[config.mk]
export PLATFORM = sky130hd
export DESIGN_NAME = seq_divider_flat
export DESIGN_NICKNAME = d
export VERILOG_FILES = /design/src/rtl/seq_divider_if.sv /design/src/rtl/seq_divider.sv /design/src/flat_wrapper.sv
export SDC_FILE = /design/constraint.sdc
export NUM_CORES = 1
export LEC_CHECK = 0
export ABC_CLOCK_PERIOD_IN_PS = 2800
export BUFFER_PORTS_ARGS = -buffer_cell sky130_fd_sc_hd__buf_2
export CELL_PAD_IN_SITES_DETAIL_PLACEMENT = 1
export CELL_PAD_IN_SITES_GLOBAL_PLACEMENT = 1
export CORE_ASPECT_RATIO = 1.4
export CORE_UTILIZATION = 39
export DETAILED_ROUTE_END_ITERATION = 6
export PLACE_DENSITY_LB_ADDON = 0.1
export RECOVER_POWER = 100
export SLEW_MARGIN = 20
export SYNTH_ARGS = -nofsm -noshare
export SYNTH_HDL_FRONTEND = slang
export SYNTH_SLANG_ARGS = --single-unit
[constraint.sdc]
create_clock -name clk -period 2.8 [get_ports clk]
set_input_delay 0.28 -clock clk [delete_from_list [all_inputs] [get_ports clk]]
set_output_delay 0.28 -clock clk [all_outputs]
set_load 0.02 [all_outputs]
[src/rtl/seq_divider_if.sv]
// Handshake/result bundle between the expression controller and seq_divider.
// The controller (master) drives start and operands; the divider (slave)
// returns results, status and a debug view of its FSM state.
`timescale 1ns/1ps
interface seq_divider_if #(
    parameter int WIDTH = 16
);
    // Handshake: start is sampled on a rising clk edge only while busy=0
    // (IDLE or FIN). An accepted start registers dividend/divisor; busy is
    // high for exactly WIDTH cycles. done pulses for one cycle with the new
    // quotient/remainder/div_by_zero, which then hold until the next done.
    logic             start;
    logic [WIDTH-1:0] dividend;
    logic [WIDTH-1:0] divisor;
    logic [WIDTH-1:0] quotient;
    logic [WIDTH-1:0] remainder;
    logic             busy;
    logic             done;
    logic             div_by_zero;
    logic [1:0]       state_dbg;

    modport master (
        output start, dividend, divisor,
        input  quotient, remainder, busy, done, div_by_zero, state_dbg
    );

    modport slave (
        input  start, dividend, divisor,
        output quotient, remainder, busy, done, div_by_zero, state_dbg
    );
endinterface

[src/rtl/seq_divider.sv]
// Multi-cycle restoring divider, one quotient bit per clock, fixed latency of
// WIDTH cycles from the accepting edge to done. Unsigned by default.
// Optional macro SEQ_DIVIDER_SIGNED_EN: two's complement operands, handled by
// dividing magnitudes and fixing signs at completion (truncation toward zero).
`timescale 1ns/1ps
module seq_divider #(
    parameter int WIDTH = 16
) (
    input  logic          clk,
    input  logic          rst,
    seq_divider_if.slave  bus
);
    localparam int            CW   = (WIDTH > 1) ? $clog2(WIDTH) : 1;
    localparam logic [CW-1:0] LAST = CW'(WIDTH - 1);

    typedef enum logic [1:0] {
        IDLE = 2'd0,
        RUN  = 2'd1,
        FIN  = 2'd2
    } state_t;

    state_t           state;
    logic [CW-1:0]    count;
    logic [WIDTH-1:0] dvd_r;      // dividend, shifted out MSB-first; quotient shifts in
    logic [WIDTH-1:0] dsr_r;      // captured divisor
    logic [WIDTH-1:0] rem_r;      // partial remainder (always < divisor)
    logic [WIDTH-1:0] quotient_r;
    logic [WIDTH-1:0] remainder_r;
    logic             busy_r;
    logic             done_r;
    logic             dbz_r;

    logic [WIDTH:0]   rem_shift;
    logic [WIDTH:0]   trial;
    logic             q_bit;
    logic [WIDTH-1:0] rem_keep;
    logic [WIDTH-1:0] dvd_step;
    logic [WIDTH-1:0] q_fin;
    logic [WIDTH-1:0] r_fin;
    logic [WIDTH-1:0] cap_dvd;
    logic [WIDTH-1:0] cap_dsr;
    logic             accept;

`ifdef SEQ_DIVIDER_SIGNED_EN
    logic neg_q_r;                // operand signs differ
    logic neg_r_r;                // dividend was negative
`endif

    // One restoring iteration plus capture/final-correction values.
    always_comb begin
        rem_shift = {rem_r, dvd_r[WIDTH-1]};
        trial     = rem_shift - {1'b0, dsr_r};
        q_bit     = ~trial[WIDTH];
        rem_keep  = q_bit ? trial[WIDTH-1:0] : rem_shift[WIDTH-1:0];
        dvd_step  = {dvd_r[WIDTH-2:0], q_bit};
        accept    = bus.start && (state != RUN);
`ifdef SEQ_DIVIDER_SIGNED_EN
        cap_dvd   = bus.dividend[WIDTH-1] ? -bus.dividend : bus.dividend;
        cap_dsr   = bus.divisor[WIDTH-1]  ? -bus.divisor  : bus.divisor;
        // A zero divisor keeps the all-ones quotient; the remainder sign fix
        // turns |dividend| back into the original dividend.
        q_fin     = (neg_q_r && (dsr_r != '0)) ? -dvd_step : dvd_step;
        r_fin     = neg_r_r ? -rem_keep : rem_keep;
`else
        cap_dvd   = bus.dividend;
        cap_dsr   = bus.divisor;
        q_fin     = dvd_step;
        r_fin     = rem_keep;
`endif
    end

    // Control FSM and datapath registers; outputs are all registered.
    always_ff @(posedge clk or posedge rst) begin
        if (rst) begin
            state       <= IDLE;
            count       <= '0;
            dvd_r       <= '0;
            dsr_r       <= '0;
            rem_r       <= '0;
            quotient_r  <= '0;
            remainder_r <= '0;
            busy_r      <= 1'b0;
            done_r      <= 1'b0;
            dbz_r       <= 1'b0;
`ifdef SEQ_DIVIDER_SIGNED_EN
            neg_q_r     <= 1'b0;
            neg_r_r     <= 1'b0;
`endif
        end else begin
            case (state)
                IDLE, FIN: begin
                    done_r <= 1'b0;
                    if (accept) begin
                        dvd_r  <= cap_dvd;
                        dsr_r  <= cap_dsr;
                        rem_r  <= '0;
                        count  <= '0;
                        busy_r <= 1'b1;
                        state  <= RUN;
`ifdef SEQ_DIVIDER_SIGNED_EN
                        neg_q_r <= bus.dividend[WIDTH-1] ^ bus.divisor[WIDTH-1];
                        neg_r_r <= bus.dividend[WIDTH-1];
`endif
                    end else begin
                        state <= IDLE;
                    end
                end
                RUN: begin
                    dvd_r <= dvd_step;
                    rem_r <= rem_keep;
                    count <= count + 1'b1;
                    if (count == LAST) begin
                        quotient_r  <= q_fin;
                        remainder_r <= r_fin;
                        dbz_r       <= (dsr_r == '0);
                        busy_r      <= 1'b0;
                        done_r      <= 1'b1;
                        state       <= FIN;
                    end
                end
                default: begin
                    state  <= IDLE;
                    busy_r <= 1'b0;
                    done_r <= 1'b0;
                end
            endcase
        end
    end

    assign bus.quotient    = quotient_r;
    assign bus.remainder   = remainder_r;
    assign bus.busy        = busy_r;
    assign bus.done        = done_r;
    assign bus.div_by_zero = dbz_r;
    assign bus.state_dbg   = state;
endmodule

[src/flat_wrapper.sv]
// flat-port wrapper written by rule: the top's interface ports become plain ports
module seq_divider_flat 
#(
    parameter int WIDTH = 16
)
  (clk, rst, bus_start, bus_dividend, bus_divisor, bus_quotient, bus_remainder, bus_busy, bus_done, bus_div_by_zero, bus_state_dbg);
  seq_divider_if #(.WIDTH(WIDTH)) bus_i ();
  input  logic clk;
  input  logic rst;
  input wire logic [$bits(bus_i.start)-1:0] bus_start;
  input wire logic [$bits(bus_i.dividend)-1:0] bus_dividend;
  input wire logic [$bits(bus_i.divisor)-1:0] bus_divisor;
  output wire logic [$bits(bus_i.quotient)-1:0] bus_quotient;
  output wire logic [$bits(bus_i.remainder)-1:0] bus_remainder;
  output wire logic [$bits(bus_i.busy)-1:0] bus_busy;
  output wire logic [$bits(bus_i.done)-1:0] bus_done;
  output wire logic [$bits(bus_i.div_by_zero)-1:0] bus_div_by_zero;
  output wire logic [$bits(bus_i.state_dbg)-1:0] bus_state_dbg;
  assign bus_i.start = bus_start;
  assign bus_i.dividend = bus_dividend;
  assign bus_i.divisor = bus_divisor;
  assign bus_quotient = bus_i.quotient;
  assign bus_remainder = bus_i.remainder;
  assign bus_busy = bus_i.busy;
  assign bus_done = bus_i.done;
  assign bus_div_by_zero = bus_i.div_by_zero;
  assign bus_state_dbg = bus_i.state_dbg;
  seq_divider #(.WIDTH(WIDTH)) u_core (.clk(clk), .rst(rst), .bus(bus_i));
endmodule
Yosys cells after proc, flatten, opt, wreduce, memory -nomap -nowiden --
Index checks and enable logic that the tools add are counted.
Operators by class: $add $sub $neg 2, equal/unequal tests 6, muxes and demuxes 15, bitwise operators 1, reduce and logical (&&, ||, !) cells 9
Operators with widths (count):
- $pmux 16 s2 | 2
- $mux 16 | 3
- $sub 17x16->17 | 1
- $logic_not 16->1 | 1
- $pmux 4 s2 | 1
- $reduce_and 2->1 | 4
- $ne 2x1->1 const B | 3
- $mux 1 | 5
- $add 4x1->4 const B | 1
- $eq 4x4->1 const B | 1
- $mux 4 | 1
- $pmux 2 s2 | 1
- $eq 2x1->1 const B | 1
- $eq 2x2->1 const B | 1
- $logic_not 2->1 | 1
- $mux 2 | 1
- $pmux 1 s2 | 1
- $reduce_bool 2->1 | 1
- $reduce_or 2->1 | 1
- $logic_and 1x1->1 | 1
- $not 1->1 | 1
Word-level totals: register bits 89, input bits 35, output and inout bits 37, word-level logic and storage cells 43

Depth between registers and ports, before layout --
word-level depth 4, mapped depth 11, gate-level depth less buffers 10

Worst setup path before layout --
No wires, ideal clock.
kind reg2reg, start register u_core.dvd_r[15], end register u_core.remainder_r[13] (netlist: u_core.bus.remainder[13]), arrival 2.517 ns, data required time 2.718 ns, path slack 0.201 ns, stages on the path, launching flop included 11, clock period less this slack 2.599 ns, cells stage by stage dfrtp_1 inv_1 ha_1 inv_1 fa_1 a211oi_2 o211ai_2 a211oi_2 o211ai_2 or4b_1 a31oi_1
On the way: word-level cells in the longest chain between the ends 2
Ends and longest elaborated chain:
- start: declaration | line seq_divider.sv:24 | logic [WIDTH-1:0] dvd_r;
- start signal: assignment | line seq_divider.sv:94 | dvd_r <= cap_dvd;
- start signal: assignment | line seq_divider.sv:109 | dvd_r <= dvd_step;
- $sub 17x16->17 | line seq_divider.sv:52 | trial = rem_shift - {1'b0, dsr_r};
- $mux 16 | line seq_divider.sv:54 | rem_keep = q_bit ? trial[WIDTH-1:0] : rem_shift[WIDTH-1:0];
- end signal: assignment | line seq_divider.sv:114 | remainder_r <= r_fin;
- end: declaration | line seq_divider.sv:28 | logic [WIDTH-1:0] remainder_r;
No other way between the ends. A chain may end at the register's enable or synchronous reset.

Final worst setup path --
Ends and elaborated chain as after synthesis.

==> results.sh <==
export IMPL_status="finished with violations"
export IMPL_violations="capacitance limit, slew limit"
export IMPL_die_x_um=91.8
export IMPL_dieArea_sq_um=11700
export IMPL_drive_gt1_share_pct=15.3
export IMPL_timing_rr_start="u_core.dvd_r[15]$_DFFE_PP0P_"
export IMPL_maxCapViolCount=1
export IMPL_synth_cell_type_count=55
export IMPL_setup_slack_ns=0.0391
export IMPL_relSlewSlack_pct=-17.2
export IMPL_timing_final_crit_period_ns=2.76
export IMPL_setup_viol=0
export IMPL_period_share_pct=98.6
export IMPL_worst_path_largest_cell_delay_ns=0.56
export IMPL_place_ws_ns=0.0830
export IMPL_cts_root_buf="clkbuf_16"
export IMPL_rsz0062_at_grt="true"
export IMPL_synthFlopType="dfrtp_1"
export IMPL_yosysMostFrequentCell="nand2_1"
export IMPL_area_growth_pct=19.4
export IMPL_core_area_sq_um=10900
export IMPL_synth_area_leaders="dfrtp_1 (50%), nand2_1 (8.6%), ha_1 (4.8%)"
export IMPL_worstSetupStartpoint="u_core.dvd_r[15]$_DFFE_PP0P_"
export IMPL_clock_sinks=88
export IMPL_io_pins=72
export IMPL_hold_violations=0
export IMPL_netlist_top_cells_count="nand2_1 (101), dfrtp_1 (88), nor2_1 (39)"
export IMPL_place_hpwl_um=8700
export IMPL_cts_inserted_buffers=9
export IMPL_cp_required_ns=3.06
export IMPL_ant_nets=0
export IMPL_initial_core_util_pct=40.3
export IMPL_yosysSeqAreaShare_pct=50.0
export IMPL_synth_edf_count=0
export IMPL_worst_slew_pin_slew_ns=1.75
export IMPL_port_buffers=71
export IMPL_drc=0
export IMPL_fin_worst_skew_ns=0.00715
export IMPL_gp_congestion=0.820
export IMPL_grt_pass1_wl_um=20700
export IMPL_htree_levels=3
export IMPL_hp_class="in -> reg"
export IMPL_setup_worst_path_class="reg -> reg"
export IMPL_path_delay_family="compound AO/OA/AOI/OAI gates"
export IMPL_drtIter0Drc=142
export IMPL_ys_ff_latch=88
export IMPL_wl_per_cell_um=17.6
export IMPL_crit_arrival_ns=3.02
export IMPL_syn_instance_count=479
export IMPL_worstSkewPairLatency_ns=0.34
export IMPL_antenna_found_initial=0
export IMPL_wl_um=12300
export IMPL_cts_tree="yes"
export IMPL_clk_path_buf_depth=2
export IMPL_synth_largest_area_cell="dfrtp_1"
export IMPL_synthesis_nets=532
export IMPL_maxSlewViolCount=40
export IMPL_hp_start="bus_divisor[14]"
export IMPL_grt_overflow=0
export IMPL_cpMaxStageDelayCell="or4b_4"
export IMPL_clk_pin_slew_ns=0.07
export IMPL_nets=605
export IMPL_track_usage_pct=22.6
export IMPL_n_antenna_cell=0
export IMPL_die_h_um=128
export IMPL_worstSetupEndpointType="flop"
export IMPL_syn_mean_instance_area_sq_um=9.19
export IMPL_worstPathCellList="inv_2, ha_2, inv_2, fa_2, a211oi_2, o211ai_2, a211oi_2, o211ai_2, or4b_4, a31oi_1"
export IMPL_synth_warnings=0
export IMPL_vias=3747
export IMPL_synth_async_sr_flop_share_pct=100
export IMPL_synth_area_sq_um=4400
export IMPL_cp_start_kind="flop"
export IMPL_drtPass1Iterations=4
export IMPL_fmaxAchievable_mhz=362
export IMPL_grt_max_degree=51
export IMPL_detail_route_vias_per_cell=5.37
export IMPL_placementRows=45
export IMPL_grt_pass1_vias=4088
export IMPL_synth_top_area_share_pct=50.0
export IMPL_critPathMaxFanout=7
export IMPL_path_buf_inv=2
-- kinds of logic (layout without fill, tap and decap cells) --
family / Yosys count / count (layout) / share of synthesized area (%)
simple gates: 176 / 176 / 17.1
compound gates: 132 / 132 / 19.1
flops: 88 / 88 / 50.0
buf+inv: 44 / 122 / 3.89
fa+ha+maj: 18 / 18 / 5.29
mux: 12 / 12 / 2.76
xor+xnor: 9 / 9 / 1.79
-- cells in the final DEF, fill, tap and decap left out, types with 7 or more instances in the layout --
cell type    n
nand2_1    101
dfrtp_1     88
clkbuf_1    41
nor2_1      39
buf_2       34
o21ai_1     32
o21ai_0     25
inv_1       17
ha_1        16
o22ai_1     15
a21oi_1     13
buf_4       10
clkbuf_16    9
a21o_1       8
mux2i_2      7
-- worst register-to-register path: cells and delay by family, from the launching register on --
family	cells	cell delay, ns
DFF	1	0.37
and+or+nand+nor	1	0.56
buffers and inverters	2	0.12
AOI/OAI and AO/OA	5	1.13
adders and majority gates	2	0.52
-- per-layer routing --
metal | GRT usage [%] | wire length [um]
met3 | 4.51 | 431
met2 | 40.6 | 6450
met1 | 27.2 | 5270
met4 | 6.89 | 134
met5 | 0 | 0
-- area by class of cell --
| class | instances | area [sq um] |
|---|---|---|
| inverters | 20 | 76.3 |
| multi-input cells | 347 | 2070 |
| clock inverters | 4 | 51.3 |
| well taps | 141 | 176 |
| flip-flops and latches | 88 | 2200 |
| fillers | 1293 | 5670 |
| repair buffers | 86 | 420 |
| clock buffers | 12 | 256 |
-- registers in the layout, summed over array words and instances, names as in the netlist --
register and flops:
u_core.bus.quotient 16, u_core.bus.remainder 16, u_core.dsr_r 16, u_core.dvd_r 16, u_core.rem_r 16, u_core.count 4, u_core.bus.busy 1, u_core.bus.div_by_zero 1
u_core.bus.done 1, u_core.bus.state_dbg 1
-- repair_timing --
action | CTS | global route
hold buffers | 0 | 0
endpoints found under the setup margin | 0 | 27
gates resized for setup | 0 | 14
buffers inserted | 0 | 2
-- per-stage QoR --
stage,utilization (%),instance area [sq um],instances,setup TNS [ns],hold WS (ns)
final,48.1,5260,698,0,0.147
after CTS,48.3,5270,696,0,0.0449
after global routing,48.1,5260,698,-1.16,0.162
after global placement,45.4,4960,680,0,0.404
after floorplan,-,4400,479,0,0.385
after detailed placement,45.4,4960,680,0,0.415
-- path summary, 6_finish.rpt --
kind,cells after the start,slack [ns],end
min reg2reg,2,0.47,u_core.bus.quotient[6]$_DFFE_PP0P_
min in group asynchronous,2,0.36,u_core.bus.quotient[5]$_DFFE_PP0P_
max,10,0.04,u_core.bus.remainder[13]$_DFFE_PP0P_
max in group asynchronous,3,0.52,u_core.dsr_r[2]$_DFFE_PP0P_
min,3,0.15,u_core.dsr_r[14]$_DFFE_PP0P_
max reg2reg,10,0.04,u_core.bus.remainder[13]$_DFFE_PP0P_
Power is not shown: default switching activity piles up to over one toggle a cycle in this logic, so the estimate is an artifact.
